===== src/rtl/clk_pkg.sv =====
// Shared types and default timing constants for the clock's mode/set control and display mux.
package clk_pkg;

    typedef enum logic [1:0] {
        RUN     = 2'd0,
        SET_HR  = 2'd1,
        SET_MIN = 2'd2
    } ctrl_mode_t;

    localparam int REPEAT_DLY_DEF  = 500;
    localparam int REPEAT_RATE_DEF = 200;
    localparam int BLINK_HALF_DEF  = 250;
    localparam int TIMEOUT_DEF     = 10000;
    localparam int CW_DEF          = 16;

endpackage


===== src/rtl/btn_repeat.sv =====
// Rising-edge detect plus hold-to-auto-repeat for one debounced button.
// o_pulse is combinational; the parent registers it.
module btn_repeat #(
    parameter int DLY  = 4,
    parameter int RATE = 3,
    parameter int CW   = 16
) (
    input  logic i_clk,
    input  logic i_reset,
    input  logic i_btn,
    input  logic i_en,
    input  logic i_clr,
    output logic o_edge,
    output logic o_pulse
);

    logic          r_prev;
    logic          r_active;
    logic          r_rate;
    logic [CW-1:0] r_cnt;
    logic          w_fire;

    assign o_edge  = i_btn & ~r_prev;
    assign w_fire  = r_active & i_btn & (r_cnt == (r_rate ? CW'(RATE) : CW'(DLY)));
    assign o_pulse = i_en & ~i_clr & (o_edge | w_fire);

    // r_active only arms from an edge seen while enabled and not cleared,
    // so a hold carried across a mode change never repeats.
    always_ff @(posedge i_clk) begin
        if (i_reset) begin
            r_prev   <= 1'b0;
            r_active <= 1'b0;
            r_rate   <= 1'b0;
            r_cnt    <= '0;
        end else begin
            r_prev <= i_btn;
            if (!i_en || i_clr || !i_btn) begin
                r_active <= 1'b0;
                r_rate   <= 1'b0;
                r_cnt    <= '0;
            end else if (o_edge) begin
                r_active <= 1'b1;
                r_rate   <= 1'b0;
                r_cnt    <= CW'(1);
            end else if (w_fire) begin
                r_rate <= 1'b1;
                r_cnt  <= CW'(1);
            end else if (r_active && r_cnt != '1) begin
                r_cnt <= r_cnt + CW'(1);
            end
        end
    end

endmodule


===== src/rtl/time_set_ctrl.sv =====
// Mode/set controller: freezes time counters while setting, issues hour/minute
// increment pulses with auto-repeat, owns the 12/24h flag and edit-field blinking.
module time_set_ctrl
    import clk_pkg::*;
#(
    parameter int REPEAT_DLY  = REPEAT_DLY_DEF,
    parameter int REPEAT_RATE = REPEAT_RATE_DEF,
    parameter int BLINK_HALF  = BLINK_HALF_DEF,
    parameter int TIMEOUT     = TIMEOUT_DEF,
    parameter int CW          = CW_DEF
) (
    input  logic       i_clk,
    input  logic       i_reset,
    input  logic       i_btn_mode,
    input  logic       i_btn_inc,
    input  logic       i_btn_fmt,
    output logic       o_run_en,
    output logic       o_f_inc_hr,
    output logic       o_f_inc_min,
    output logic       o_clr_sec,
    output logic       o_mil_time,
    output logic       o_blank_hr,
    output logic       o_blank_min,
    output logic [1:0] o_mode
);

    ctrl_mode_t    r_state, w_next;
    logic          r_mode_prev, r_fmt_prev;
    logic          r_run_en, r_f_inc_hr, r_f_inc_min, r_clr_sec, r_mil_time;
    logic          r_blank_hr, r_blank_min, r_phase;
    logic [CW-1:0] r_idle, r_blink;
    logic [CW-1:0] w_idle_nxt, w_blink_nxt;
    logic          w_phase_nxt;
    logic          w_mode_edge, w_fmt_edge, w_inc_edge, w_inc_pulse;
    logic          w_mode_chg, w_timeout;

    assign w_mode_edge = i_btn_mode & ~r_mode_prev;
    assign w_fmt_edge  = i_btn_fmt & ~r_fmt_prev;
    assign w_timeout   = (r_state != RUN) && (r_idle == CW'(TIMEOUT - 1));
    assign w_mode_chg  = (w_next != r_state);

    btn_repeat #(
        .DLY  (REPEAT_DLY),
        .RATE (REPEAT_RATE),
        .CW   (CW)
    ) u_inc_rep (
        .i_clk   (i_clk),
        .i_reset (i_reset),
        .i_btn   (i_btn_inc),
        .i_en    (r_state != RUN),
        .i_clr   (w_mode_chg),
        .o_edge  (w_inc_edge),
        .o_pulse (w_inc_pulse)
    );

    always_comb begin
        w_next = r_state;
        case (r_state)
            RUN:     if (w_mode_edge) w_next = SET_HR;
            SET_HR:  if (w_mode_edge) w_next = SET_MIN;
                     else if (w_timeout) w_next = RUN;
            SET_MIN: if (w_mode_edge || w_timeout) w_next = RUN;
            default: w_next = RUN;
        endcase
    end

    // Idle and blink timers restart on every state change and sit at 0 in RUN.
    always_comb begin
        w_idle_nxt  = r_idle;
        w_blink_nxt = r_blink;
        w_phase_nxt = r_phase;
        if (w_next == RUN || w_mode_chg) begin
            w_idle_nxt  = '0;
            w_blink_nxt = '0;
            w_phase_nxt = 1'b0;
        end else begin
            if (w_mode_edge || w_inc_edge || w_fmt_edge || w_inc_pulse)
                w_idle_nxt = '0;
            else if (r_idle != '1)
                w_idle_nxt = r_idle + CW'(1);
            if (r_blink == CW'(BLINK_HALF - 1)) begin
                w_blink_nxt = '0;
                w_phase_nxt = ~r_phase;
            end else begin
                w_blink_nxt = r_blink + CW'(1);
            end
        end
    end

    always_ff @(posedge i_clk) begin
        if (i_reset) begin
            r_state     <= RUN;
            r_mode_prev <= 1'b0;
            r_fmt_prev  <= 1'b0;
            r_run_en    <= 1'b1;
            r_mil_time  <= 1'b1;
            r_f_inc_hr  <= 1'b0;
            r_f_inc_min <= 1'b0;
            r_clr_sec   <= 1'b0;
            r_blank_hr  <= 1'b0;
            r_blank_min <= 1'b0;
            r_idle      <= '0;
            r_blink     <= '0;
            r_phase     <= 1'b0;
        end else begin
            r_state     <= w_next;
            r_mode_prev <= i_btn_mode;
            r_fmt_prev  <= i_btn_fmt;
            r_run_en    <= (w_next == RUN);
            r_mil_time  <= r_mil_time ^ w_fmt_edge;
            r_f_inc_hr  <= w_inc_pulse && (r_state == SET_HR);
            r_f_inc_min <= w_inc_pulse && (r_state == SET_MIN);
            r_clr_sec   <= (r_state == SET_MIN) && (w_next == RUN);
            r_blank_hr  <= (w_next == SET_HR) && w_phase_nxt;
            r_blank_min <= (w_next == SET_MIN) && w_phase_nxt;
            r_idle      <= w_idle_nxt;
            r_blink     <= w_blink_nxt;
            r_phase     <= w_phase_nxt;
        end
    end

    assign o_run_en    = r_run_en;
    assign o_f_inc_hr  = r_f_inc_hr;
    assign o_f_inc_min = r_f_inc_min;
    assign o_clr_sec   = r_clr_sec;
    assign o_mil_time  = r_mil_time;
    assign o_blank_hr  = r_blank_hr;
    assign o_blank_min = r_blank_min;
    assign o_mode      = r_state;

endmodule


===== config.mk =====
export PLATFORM = sky130hd
export DESIGN_NAME = time_set_ctrl
export DESIGN_NICKNAME = d
export VERILOG_FILES = /design/src/rtl/clk_pkg.sv /design/src/rtl/btn_repeat.sv /design/src/rtl/time_set_ctrl.sv
export SDC_FILE = /design/constraint.sdc
export NUM_CORES = 1
export LEC_CHECK = 0
export BUFFER_PORTS_ARGS = -buffer_cell sky130_fd_sc_hd__buf_2
export CELL_PAD_IN_SITES_DETAIL_PLACEMENT = 0
export CELL_PAD_IN_SITES_GLOBAL_PLACEMENT = 1
export CORE_MARGIN = 2
export CORE_UTILIZATION = 40
export DETAILED_ROUTE_END_ITERATION = 10
export HOLD_SLACK_MARGIN = 0.02
export PLACE_DENSITY = 0.75
export SLEW_MARGIN = 20
export SYNTH_ARGS = -nofsm -noshare
export SYNTH_HDL_FRONTEND = slang
export SYNTH_SLANG_ARGS = --single-unit

===== constraint.sdc =====
create_clock -name i_clk -period 5.8 [get_ports i_clk]
set_input_delay 0.58 -clock i_clk [delete_from_list [all_inputs] [get_ports i_clk]]
set_output_delay 0.58 -clock i_clk [all_outputs]
set_load 0.01 [all_outputs]

==> out/results.ini <==
[route]
postRouteAntennaNets=0
post_drt_via_cell_ratio=5.100
first_iter_violations=78
wl_per_cell_microns=12.83
routed_wl_microns=6006
drc_errors=0
firstDrtPassIters=4
num_vias=2387

[logic_synthesis]
yosys_most_used_dff=dfxtp_1
avgSynthCellArea_sq_um=8.658
yosys.area_share.simple_pct=34.49
synth_top_cell_area_share_pct=41.74
synth_xor_area_share_pct=9.275
synthAdderAreaFrac_pct=2.070
synth-compound-area-share_pct=7.702
synth_cells=349
ys_warn_count=0
synth_edf_count=0
yosysSeqAreaShare_pct=41.74
async_flop_share_pct=0
synth_top_area_cell=dfxtp_1
synth_top_cells_by_area=dfxtp_1, nor2_1, xor2_1
syn_area_sq_mm=0.003022
synth_top_family_by_area=simple AND/OR/NAND/NOR gates
synth_cell_types=42
syn-num-nets=359
synth_mux_area_share_pct=1.656
ys_seq_elements=63

[floorplan]
initial_utilization_pct=41.44
die_w_microns=90.92
core.rowCount=31
core_sq_mm=0.007292
die_y_microns=90.92
dieArea_sq_mm=0.008266
ios=14

[clocking]
clk_path_buf_depth=2
clk_pin_slew_ns=0.08
cts-root-buf=clkbuf_8
holdBufCountCts=0
post-cts-setup-buffers=0
worstSkewPairLatency_ns=0.35
cts_tree=yes
cts.sinks=63
ctsResizeCount=0
cts_buffers=9
htreeDepth=3

[sta]
fin_tns_setup_ns=0
report.final.slew_viol_count=0
fin_skew_ns=0.01658
finalHoldViolations=0
relSlewSlack_pct=50.70
max_freq_mhz=413.0
worst_slew_pin_slew_ns=0.7327
period_minus_slack_ns=2.421
rsz0062_at_grt=no
setup_violations=0
fin_crit_sh_pct=41.74

[critical_path]
reg2reg_depth=5
worstSetupPathDepth=5
critical_path.top_delay_family=simple AND/OR/NAND/NOR gates
crit_arrival_ns=2.65
slowest_stage=or4_1
reg2reg_from=r_idle[4]
setup.worst_path.end_class=register
worst-path-buf-inv=0
crit_chain=or4_1 > nor4_1 > a211o_1 > or3_2 > nor2_1
crit_fanout=15
max_stage_delay_ns=0.55
crit_type=reg -> reg
start_kind=register
rrSetupSlack_ns=3.38
worst_ep_required_time_ns=6.02
timing.rr.end=u_inc_rep.r_cnt[11]

[final_layout]
nets=374
layout_common_cells=dfxtp_1, nor2_1, nand2_1, nand3_1, xor2_1
drive_gt1_share_pct=11.92
ff_latch_area_sq_mm=0.001261
antenna_cells=0
layout_commonest_cell=dfxtp_1
fill_cells=753
multi_input_area_sq_mm=0.001669
fin_area_sq_mm=0.003379
area_delta_synth_final_pct=11.84

[placement]
dp_hpwl_microns=4231
portBuffers=13
post_dp_cell_area_sq_mm=0.003148
place_congestion=0.8412

[flow_run]
drv_cap=0

[run_status]
status=completed

[power_and_ir_drop]
p_per_area_mw_per_mm2=268.2
vdd.ir_drop.worst_v=0.0001773
leakage_nw=1.093

[global_route]
track_usage_pct=16.12
antenna_found_initial=0
grt_overflow_total=0
use_met2_pct=23.51
use_met3_pct=5.259
first_global_vias=2286
globalRouteMet1Util_pct=21.55
grt_pass1_wl_microns=10670
grt.busiest_layer=met2
grt_max_degree=17

[min_path]
hp-class=in -> reg
holdCritStartpoint=i_btn_fmt
hold_path_end=r_fmt_prev
min_path_cells=2

-- final cells by class --
type	count	share of cell area, %
sequential	63	37.32
inverter	8	0.8886
clock buffer	10	4.073
timing repair buffer	13	1.925
multi-input combinational	269	49.39
tap	99	3.665
clock inverter	6	2.740
-- registers in the layout (all words and copies together), names as in the netlist, 2 cells and up --
register         cells
r_blink             16
o_mode               2
r_idle              16
u_inc_rep.r_cnt     16
-- synth_stat cells, types with 9 or more instances --
library cell and count:
xor2_1 19, nand4_1 12, nor2_1 51, nor2_4 10
a21oi_1 14, xnor2_1 13, nand3_1 23, o21ai_0 9
nand2_1 25, and3_1 10, nor3_1 12, dfxtp_1 63
-- worst max path at each step --
stage / start / to / slack [ns]
2_1_floorplan: i_btn_mode / u_inc_rep.r_cnt[8] / 3.72
3_3_place_gp: i_btn_inc / u_inc_rep.r_cnt[12] / 2.97
3_5_place_dp: i_btn_inc / u_inc_rep.r_cnt[11] / 2.84
4_1_cts: r_idle[4] / u_inc_rep.r_cnt[11] / 2.96
5_1_grt: u_inc_rep.r_cnt[0] / r_idle[12] / 3.16
6_report: r_idle[4] / u_inc_rep.r_cnt[11] / 3.38
-- cells by family (layout without fill, tap and decap cells) --
kind of cell | count (synthesis) | after routing
buf+inv | 17 | 37
compound gates | 37 | 37
xor+xnor | 32 | 32
mux | 5 | 5
simple gates | 190 | 190
fa+ha+maj | 5 | 5
flops | 63 | 63
-- power by group --
group	switching [mW]	internal, mW	total [mW]
registers	0.00363	0.437	0.440
clock network	0.185	0.256	0.441
logic	0.0152	0.00984	0.0251
total	0.204	0.702	0.906
-- per-stage QoR --
stage	instances	setup slack [ns]	hold slack, ns	total power, mW	utilization [%]
4_1_cts	468	2.957	0.4388	0.9197	46.33
2_1_floorplan	349	3.716	0.4118	0.4675	-
3_3_place_gp	452	2.974	0.4409	0.4751	43.17
3_5_place_dp	452	2.842	0.4390	0.4757	43.17
6_report	468	3.379	0.4590	0.9064	46.35
5_1_grt	468	3.160	0.4628	0.9392	46.35
-- layer usage --
layer	wire length, microns	up-vias
li1	-	1255
met1	3131	1078
met2	2432	43
met3	304	11
met4	138	0
met5	0	-
(Power assumes the default switching activity.)
